## src/rtl/npc_pkg.sv

```systemverilog
// ---------------------------------------------------------------------------
// npc_pkg -- shared definitions for the NPC core front end.
//
// Contents:
//   INST_W          instruction / address width
//   RESET_PC_DEF    default reset PC
//   NPC_ABORT       halt code passed to set_npc_state on a fatal fault
//   fetch_state_e   ifu_fetch FSM state encoding
//   is_misaligned() true when a PC is not 4-byte aligned
// ---------------------------------------------------------------------------
package npc_pkg;

    localparam int unsigned INST_W = 32;

    localparam logic [INST_W-1:0] RESET_PC_DEF = 32'h8000_0000;

    // Halt codes understood by the simulation environment's set_npc_state.
    localparam int unsigned NPC_RUNNING = 0;
    localparam int unsigned NPC_STOP    = 1;
    localparam int unsigned NPC_ABORT   = 2;

    typedef enum logic [2:0] {
        S_REQ  = 3'd0,  // request on the memory port
        S_WAIT = 3'd1,  // request accepted, waiting for read data
        S_HOLD = 3'd2,  // instruction presented to decode
        S_NPC  = 3'd3,  // waiting for commit to return the next PC
        S_ERR  = 3'd4   // sticky fault, only reset leaves
    } fetch_state_e;

    function automatic logic is_misaligned(input logic [INST_W-1:0] addr);
        return addr[1:0] != 2'b00;
    endfunction

endpackage

```

## src/rtl/ifu_fetch.sv

```systemverilog
// ---------------------------------------------------------------------------
// ifu_fetch -- single-issue instruction fetch unit for the multi-cycle core.
//
// Holds the PC, issues one 32-bit read per instruction, hands {inst, pc} to
// decode, then waits for commit to return the next PC before fetching again.
// Exactly one instruction is in flight at any time.
//
// Ports:
//   clk, rst          clock, synchronous active-high reset
//   mem_req_*         request channel (valid/ready), addr = pc
//   mem_resp_*        response channel (valid only, no backpressure);
//                     err is an access fault qualified by valid
//   inst, pc          instruction and its PC to decode
//   IFU_valid         inst/pc valid; IDU_ready completes the transfer
//   npc_valid, npc    next PC from commit, honoured only after the transfer
//   fetch_err         sticky fault flag (memory fault, timeout, misaligned npc)
//
// All outputs come straight from registers or from the state register, so
// there is no combinational input-to-output path.
// ---------------------------------------------------------------------------
module ifu_fetch
    import npc_pkg::*;
#(
    parameter logic [INST_W-1:0] RESET_PC = RESET_PC_DEF,
    parameter int unsigned       TIMEOUT  = 255,  // >= 1
    parameter int unsigned       CNT_W    = 8     // 2**CNT_W > TIMEOUT
) (
    input  logic              clk,
    input  logic              rst,

    output logic              mem_req_valid,
    input  logic              mem_req_ready,
    output logic [INST_W-1:0] mem_req_addr,
    input  logic              mem_resp_valid,
    input  logic [INST_W-1:0] mem_resp_data,
    input  logic              mem_resp_err,

    output logic [INST_W-1:0] inst,
    output logic [INST_W-1:0] pc,
    output logic              IFU_valid,
    input  logic              IDU_ready,

    input  logic              npc_valid,
    input  logic [INST_W-1:0] npc,

    output logic              fetch_err
);

    // Last wait cycle in which a response is still accepted; the counter
    // starts at 0 on the first wait cycle, so TIMEOUT wait cycles in total.
    localparam logic [CNT_W-1:0] CNT_LAST = CNT_W'(TIMEOUT - 1);

    fetch_state_e      state_q, state_d;
    logic [INST_W-1:0] pc_q, pc_d;
    logic [INST_W-1:0] inst_q, inst_d;
    logic              ifu_valid_q, ifu_valid_d;
    logic              req_valid_q, req_valid_d;
    logic [CNT_W-1:0]  cnt_q, cnt_d;

    // ------------------------------------------------------------------
    // Next-state logic
    // ------------------------------------------------------------------
    always_comb begin
        state_d     = state_q;
        pc_d        = pc_q;
        inst_d      = inst_q;
        ifu_valid_d = ifu_valid_q;
        cnt_d       = cnt_q;

        unique case (state_q)
            S_REQ: begin
                // Response traffic here is ignored; only an accepted
                // request (which needs our registered valid) moves us on.
                if (req_valid_q && mem_req_ready) begin
                    state_d = S_WAIT;
                    cnt_d   = '0;
                end
            end

            S_WAIT: begin
                if (mem_resp_valid) begin
                    if (mem_resp_err) begin
                        state_d = S_ERR;
                    end else begin
                        inst_d      = mem_resp_data;
                        ifu_valid_d = 1'b1;
                        state_d     = S_HOLD;
                    end
                end else if (cnt_q == CNT_LAST) begin
                    state_d = S_ERR;
                end else begin
                    cnt_d = cnt_q + CNT_W'(1);
                end
            end

            S_HOLD: begin
                if (ifu_valid_q && IDU_ready) begin
                    ifu_valid_d = 1'b0;
                    state_d     = S_NPC;
                end
            end

            S_NPC: begin
                // The misaligned target is still latched so the faulting
                // PC is visible on pc for debug.
                if (npc_valid) begin
                    pc_d    = npc;
                    state_d = is_misaligned(npc) ? S_ERR : S_REQ;
                end
            end

            S_ERR: begin
                ifu_valid_d = 1'b0;
            end

            default: begin
                // Unused encodings fall into the fault state.
                state_d     = S_ERR;
                ifu_valid_d = 1'b0;
            end
        endcase

        // Request valid is registered and looks ahead at the next state,
        // so it is high for exactly the cycles spent in S_REQ after the
        // first post-reset cycle, and never high while rst is asserted.
        req_valid_d = (state_d == S_REQ);
    end

    // ------------------------------------------------------------------
    // State registers
    // ------------------------------------------------------------------
    always_ff @(posedge clk) begin
        if (rst) begin
            state_q     <= S_REQ;
            pc_q        <= RESET_PC;
            inst_q      <= '0;
            ifu_valid_q <= 1'b0;
            req_valid_q <= 1'b0;
            cnt_q       <= '0;
        end else begin
            state_q     <= state_d;
            pc_q        <= pc_d;
            inst_q      <= inst_d;
            ifu_valid_q <= ifu_valid_d;
            req_valid_q <= req_valid_d;
            cnt_q       <= cnt_d;
        end
    end

    // ------------------------------------------------------------------
    // Outputs
    // ------------------------------------------------------------------
    assign mem_req_valid = req_valid_q;
    assign mem_req_addr  = pc_q;
    assign inst          = inst_q;
    assign pc            = pc_q;
    assign IFU_valid     = ifu_valid_q;
    assign fetch_err     = (state_q == S_ERR);

endmodule

```

## config.mk

```make
export PLATFORM = sky130hd
export DESIGN_NAME = ifu_fetch
export DESIGN_NICKNAME = d
export VERILOG_FILES = /design/src/rtl/npc_pkg.sv /design/src/rtl/ifu_fetch.sv
export SDC_FILE = /design/constraint.sdc
export NUM_CORES = 1
export LEC_CHECK = 0
export ABC_CLOCK_PERIOD_IN_PS = 5600
export BUFFER_PORTS_ARGS = -buffer_cell sky130_fd_sc_hd__clkbuf_2
export CAP_MARGIN = 10
export CORE_MARGIN = 3
export CORE_UTILIZATION = 36
export DETAILED_ROUTE_END_ITERATION = 6
export HOLD_SLACK_MARGIN = 0.08
export PLACE_DENSITY = 0.67
export SYNTH_ARGS = -nofsm -noshare
export SYNTH_HDL_FRONTEND = slang
export SYNTH_SLANG_ARGS = --single-unit
```

## constraint.sdc

```tcl
create_clock -name clk -period 5.6 [get_ports clk]
set_input_delay 1.68 -clock clk [delete_from_list [all_inputs] [get_ports clk]]
set_output_delay 1.68 -clock clk [all_outputs]
set_load 0.05 [all_outputs]
```

After elaboration in Yosys (flattened, before gate mapping) --
Index checks and enable logic that the tools add are counted.
Word-level totals: register bits after elaboration 77, input port bits 71, output and inout port bits 99, logic and storage cells 47
Cells by class: $add $sub $neg 1, eq/ne operators 11, mux-type cells 16, bitwise logic cells 2, reduce and logical (&&, ||, !) cells 11
Operator list (number):
- two-way mux 8 bit | 3
- two-way mux 3 bit | 7
- case mux 8 bit (2 select lines) | 1
- case mux 3 bit (5 select lines) | 1
- != test 2 bit (second input constant) | 6
- adder 8 x 1 -> 8 bit (second input constant) | 1
- equality test 8 bit (second input constant) | 1
- AND reduction 4 bit | 2
- equality test 3 x 2 -> 1 bit (second input constant) | 2
- logical NOT 3 bit | 2
- nonzero test 2 bit | 2
- equality test 3 x 1 -> 1 bit (second input constant) | 1
- equality test 3 bit (second input constant) | 1
- two-way mux 1 bit | 3
- case mux 1 bit (3 select lines) | 1
- AND reduction 3 bit | 1
- logical AND 1 bit | 2
- inverter 1 bit | 2
- AND reduction 2 bit | 1
- OR reduction 2 bit | 1

Longest topological paths before layout --
depth after elaboration 5, mapped depth 7, mapped depth without buffers 6

Worst setup path after synthesis --
OpenSTA, ideal clock, no wires.
kind register to output, start register state_q[0], end output port fetch_err, arrival time 1.599 ns, data required time 3.920 ns, setup slack 2.321 ns, stages on the path, launching flop included 3, path buffers 1, path through dfxtp_1 > buf_2 > nor3b_1
On the way: cells in the longest elaborated chain, start to end 1
RTL lines:
- start, declared | line ifu_fetch.sv:53 | fetch_state_e state_q, state_d;
- start signal, assigned | line ifu_fetch.sv:141 | state_q <= state_d;
- equality test 3 bit | line ifu_fetch.sv:158 | assign fetch_err = (state_q == S_ERR);
- end, declared | line ifu_fetch.sv:46 | output logic fetch_err
No other way between the ends.

Worst setup path in the final report --
start input port mem_resp_err, end register req_valid_q, in the netlist mem_req_valid
On the way: cells in the longest elaborated chain, start to end 4
RTL lines:
- start, declared | line ifu_fetch.sv:36 | input logic mem_resp_err,
- two-way mux 3 bit | line ifu_fetch.sv:82 | if (mem_resp_err) begin
- two-way mux 3 bit | line ifu_fetch.sv:81 | if (mem_resp_valid) begin
- case mux 3 bit (5 select lines) | line ifu_fetch.sv:70 | unique case (state_q)
- logical NOT 3 bit | line ifu_fetch.sv:126 | req_valid_d = (state_d == S_REQ);
- end signal, assigned | line ifu_fetch.sv:145 | req_valid_q <= req_valid_d;
- end, declared | line ifu_fetch.sv:57 | logic req_valid_q, req_valid_d;
No other way between the ends. A chain may end at the register's enable or synchronous reset.

==> results.yml <==
worst_setup_path:
  crit_path_max_incr_delay_ns: 0.91
  endpoint_kind: "flip-flop"
  crit_type: "in -> reg"
  crit_slowest_cell: "and2_1"
  critPathRequiredTime_ns: 5.83
  reg2reg_from: "state_q[0]"
  start_kind: "input pin"
  cp-startpoint: "mem_resp_err"
  cp_max_fo: 33
  crit_chain: "clkbuf_2, and3b_1, and2_1, a21oi_1, and4b_1"
  crit_arrival_ns: 3.28
die:
  coreArea_um2: 8380
  ios: 170
  dieHeight_um: 99.8
  die_x_um: 99.8
  row_count: 33
  dieArea_um2: 9970
  start_util_pct: 37.8
clock_network:
  postCtsSetupRepairBufs: 0
  cts-buffers-inserted: 9
  cts_tree: "yes"
  clock_latency_ns: 0.33
  clock-sinks: 77
  clk_path_buf_depth: 2
  hold_buffers: 0
  cts_resized: 0
  cts_root_buffer: "clkbuf_8"
  path_clk_slew_ns: 0.08
  cts_htree_levels: 3
timing:
  slew_headroom_pct: 22.4
  final.period_utilization_pct: 54.4
  slew_violations: 0
  max_freq_mhz: 328
  final_hold_viol_count: 0
  tns_ns: 0
  worstMarginPinSlew_ns: 1.16
  rsz0062_at_grt: "no"
  setup_viol: 0
  layout_min_cycle_time_ns: 3.05
  skew_ns: 0.00886
power:
  power_density_nw_per_um2: 271
  power.internal_uw: 838
  seq_power_share_pct: 51.0
  clkPwrFrac_pct: 41.1
  power_mw: 1.09
  peakVddDrop_mv: 0.139
  p_leak_nw: 1.77
  p_sw_share_pct: 23.4
  p_switching_uw: 257
  combPwrFrac_pct: 7.8
synthesis:
  seq_area_frac_synth_pct: 48.6
  synth_area_leaders: "dfxtp_1 49%, nand2_1 16%, a21oi_1 11%, buf_4 7.6%, clkbuf_1 2.1%"
  netlist.area_leader.share_pct: 48.6
  ys_seq_elements: 77
  syn_area_um2: 3170
  postSynthCellCount: 398
  syn_avg_cell_area_um2: 7.96
  yosysWarnings: 0
  synth_largest_area_cell: "dfxtp_1"
  synth.distinct_cells: 36
  synthesis.nets: 471
finish:
  n_antenna_cell: 0
  layout_commonest_cell: "clkbuf_2"
  final_cell_mix: "169 x clkbuf_2, 139 x nand2_1, 77 x dfxtp_1"
  final_layout_size_suffix_gt1_share_pct: 36.1
  area_growth_pct: 27.7
  final_cell_area_um2: 4050
  num-fill-cells: 886
  final_nets: 597
worst_hold_path:
  hp-start: "inst[26]"
  hp-class: "reg -> reg"
detailed_routing:
  wl_per_cell_um: 12.2
  via_count: 2969
  dr_wl_met2_um: 3590
  dr.pass1.iters: 6
  met1_length_um: 3350
  routed_wl_um: 7710
  ant_nets: 0
  routed_via_density: 4.68
  drc_errors: 0
  drt_iter0_drc: 104
  top_layer: "met4"
  route.met3.wl_um: 687
grt:
  grt_max_degree: 69
  grt_pass1_wl_um: 12200
  grt_use_total_pct: 15.0
  grt_pass1_vias: 2659
  antenna_found_initial: 0
  grt_remaining_overflow: 0
flow_run:
  drv_cap: 0
status:
  outcome: "finished clean"
placement:
  placed_area_um2: 3820
  portBuffers: 169
  hpwl_um: 5660
  finalWeightedCongestion: 0.737
[synth_stat cells]
cell and instances:
o31ai_1 1, o2111a_1 1, nor3b_1 1, o2111ai_1 3, a2111o_1 2, and3b_1 1
clkbuf_1 18, buf_6 1, buf_1 3, inv_1 7, a2111oi_0 1, nand2b_1 6
ha_1 2, nor2_1 5, o21ai_0 2, nand3_1 7, o21a_1 1, mux2i_1 4
a211oi_2 2, a2111oi_2 1, a21oi_1 67, or2_4 1, buf_2 2, nand2_1 139
nand4_1 1, dfxtp_1 77, o211ai_1 1, and2b_1 1, or4b_1 1, buf_4 32
a31oi_1 1, and4b_1 1, a311oi_1 1, or4b_4 1, and2_1 2, nor2b_1 1
[cell families after synthesis]
| kind of cell | Yosys count | share of synthesized area (%) |
|---|---|---|
| AND/OR/NAND/NOR | 168 | 22.2 |
| AO/OA/AOI/OAI | 84 | 15.5 |
| flip-flops | 77 | 48.6 |
| buffers and inverters | 63 | 11.6 |
| multiplexers | 4 | 1.26 |
| adder cells (fa/ha/maj) | 2 | 0.789 |
[critical path: cells and delay by family]
family | cells | cell delay [ns]
AOI/OAI and AO/OA | 1 | 0.13
buffers and inverters | 1 | 0.09
and+or+nand+nor | 3 | 1.39
[stage by stage]
stage | hold slack, ns | worst slack [ns] | utilization, % | instances
6_report | 0.457 | 2.55 | 48.3 | 634
5_1_grt | 0.474 | 2.38 | 48.3 | 634
4_1_cts | 0.459 | 2.57 | 48.1 | 633
3_5_place_dp | 0.446 | 2.19 | 45.5 | 617
3_3_place_gp | 0.442 | 2.20 | 45.5 | 617
2_1_floorplan | 0.443 | 2.32 | - | 398
[area by class of cell]
| type | count | area [µm²] | area share [%] |
|---|---|---|---|
| multi-input cells | 258 | 1260 | 31.2 |
| well taps | 105 | 131 | 3.25 |
| flip-flops and latches | 77 | 1540 | 38.1 |
| inverters | 7 | 26.3 | 0.649 |
| repair buffers | 171 | 868 | 21.5 |
| clock inverters | 5 | 83.8 | 2.07 |
| clock buffers | 11 | 131 | 3.25 |
[path summary, 6_finish.rpt]
kind | slack (ns) | cells past startpoint | to
worst max-delay path | 2.55 | 5 | mem_req_valid
worst min-delay path | 0.46 | 2 | inst[26]
worst max register to register | 3.46 | 4 | mem_req_valid
worst min register to register | 0.46 | 2 | inst[26]
[layer usage]
metal  vias to the layer above  track usage [%]
li1                       1524                -
met1                      1315             18.1
met2                       124             25.9
met3                         6             3.06
met4                         0             6.72
met5                         -                0
[sequential cells by signal (all words and copies together) (netlist names)]
signal,cells
IFU_valid,1
mem_req_valid,1
state_q,3
inst,32
mem_req_addr,32
cnt_q,8
[power groups by stage]
stage               combinational, mW  clock (mW)  sequential [mW]
finish                         0.0858       0.450            0.559
global route                   0.0945       0.496            0.560
CTS                            0.0868       0.472            0.559
detailed placement             0.0865           0            0.572
global placement               0.0860           0            0.572
floorplan                      0.0354           0            0.587
(Power assumes the default switching activity.)
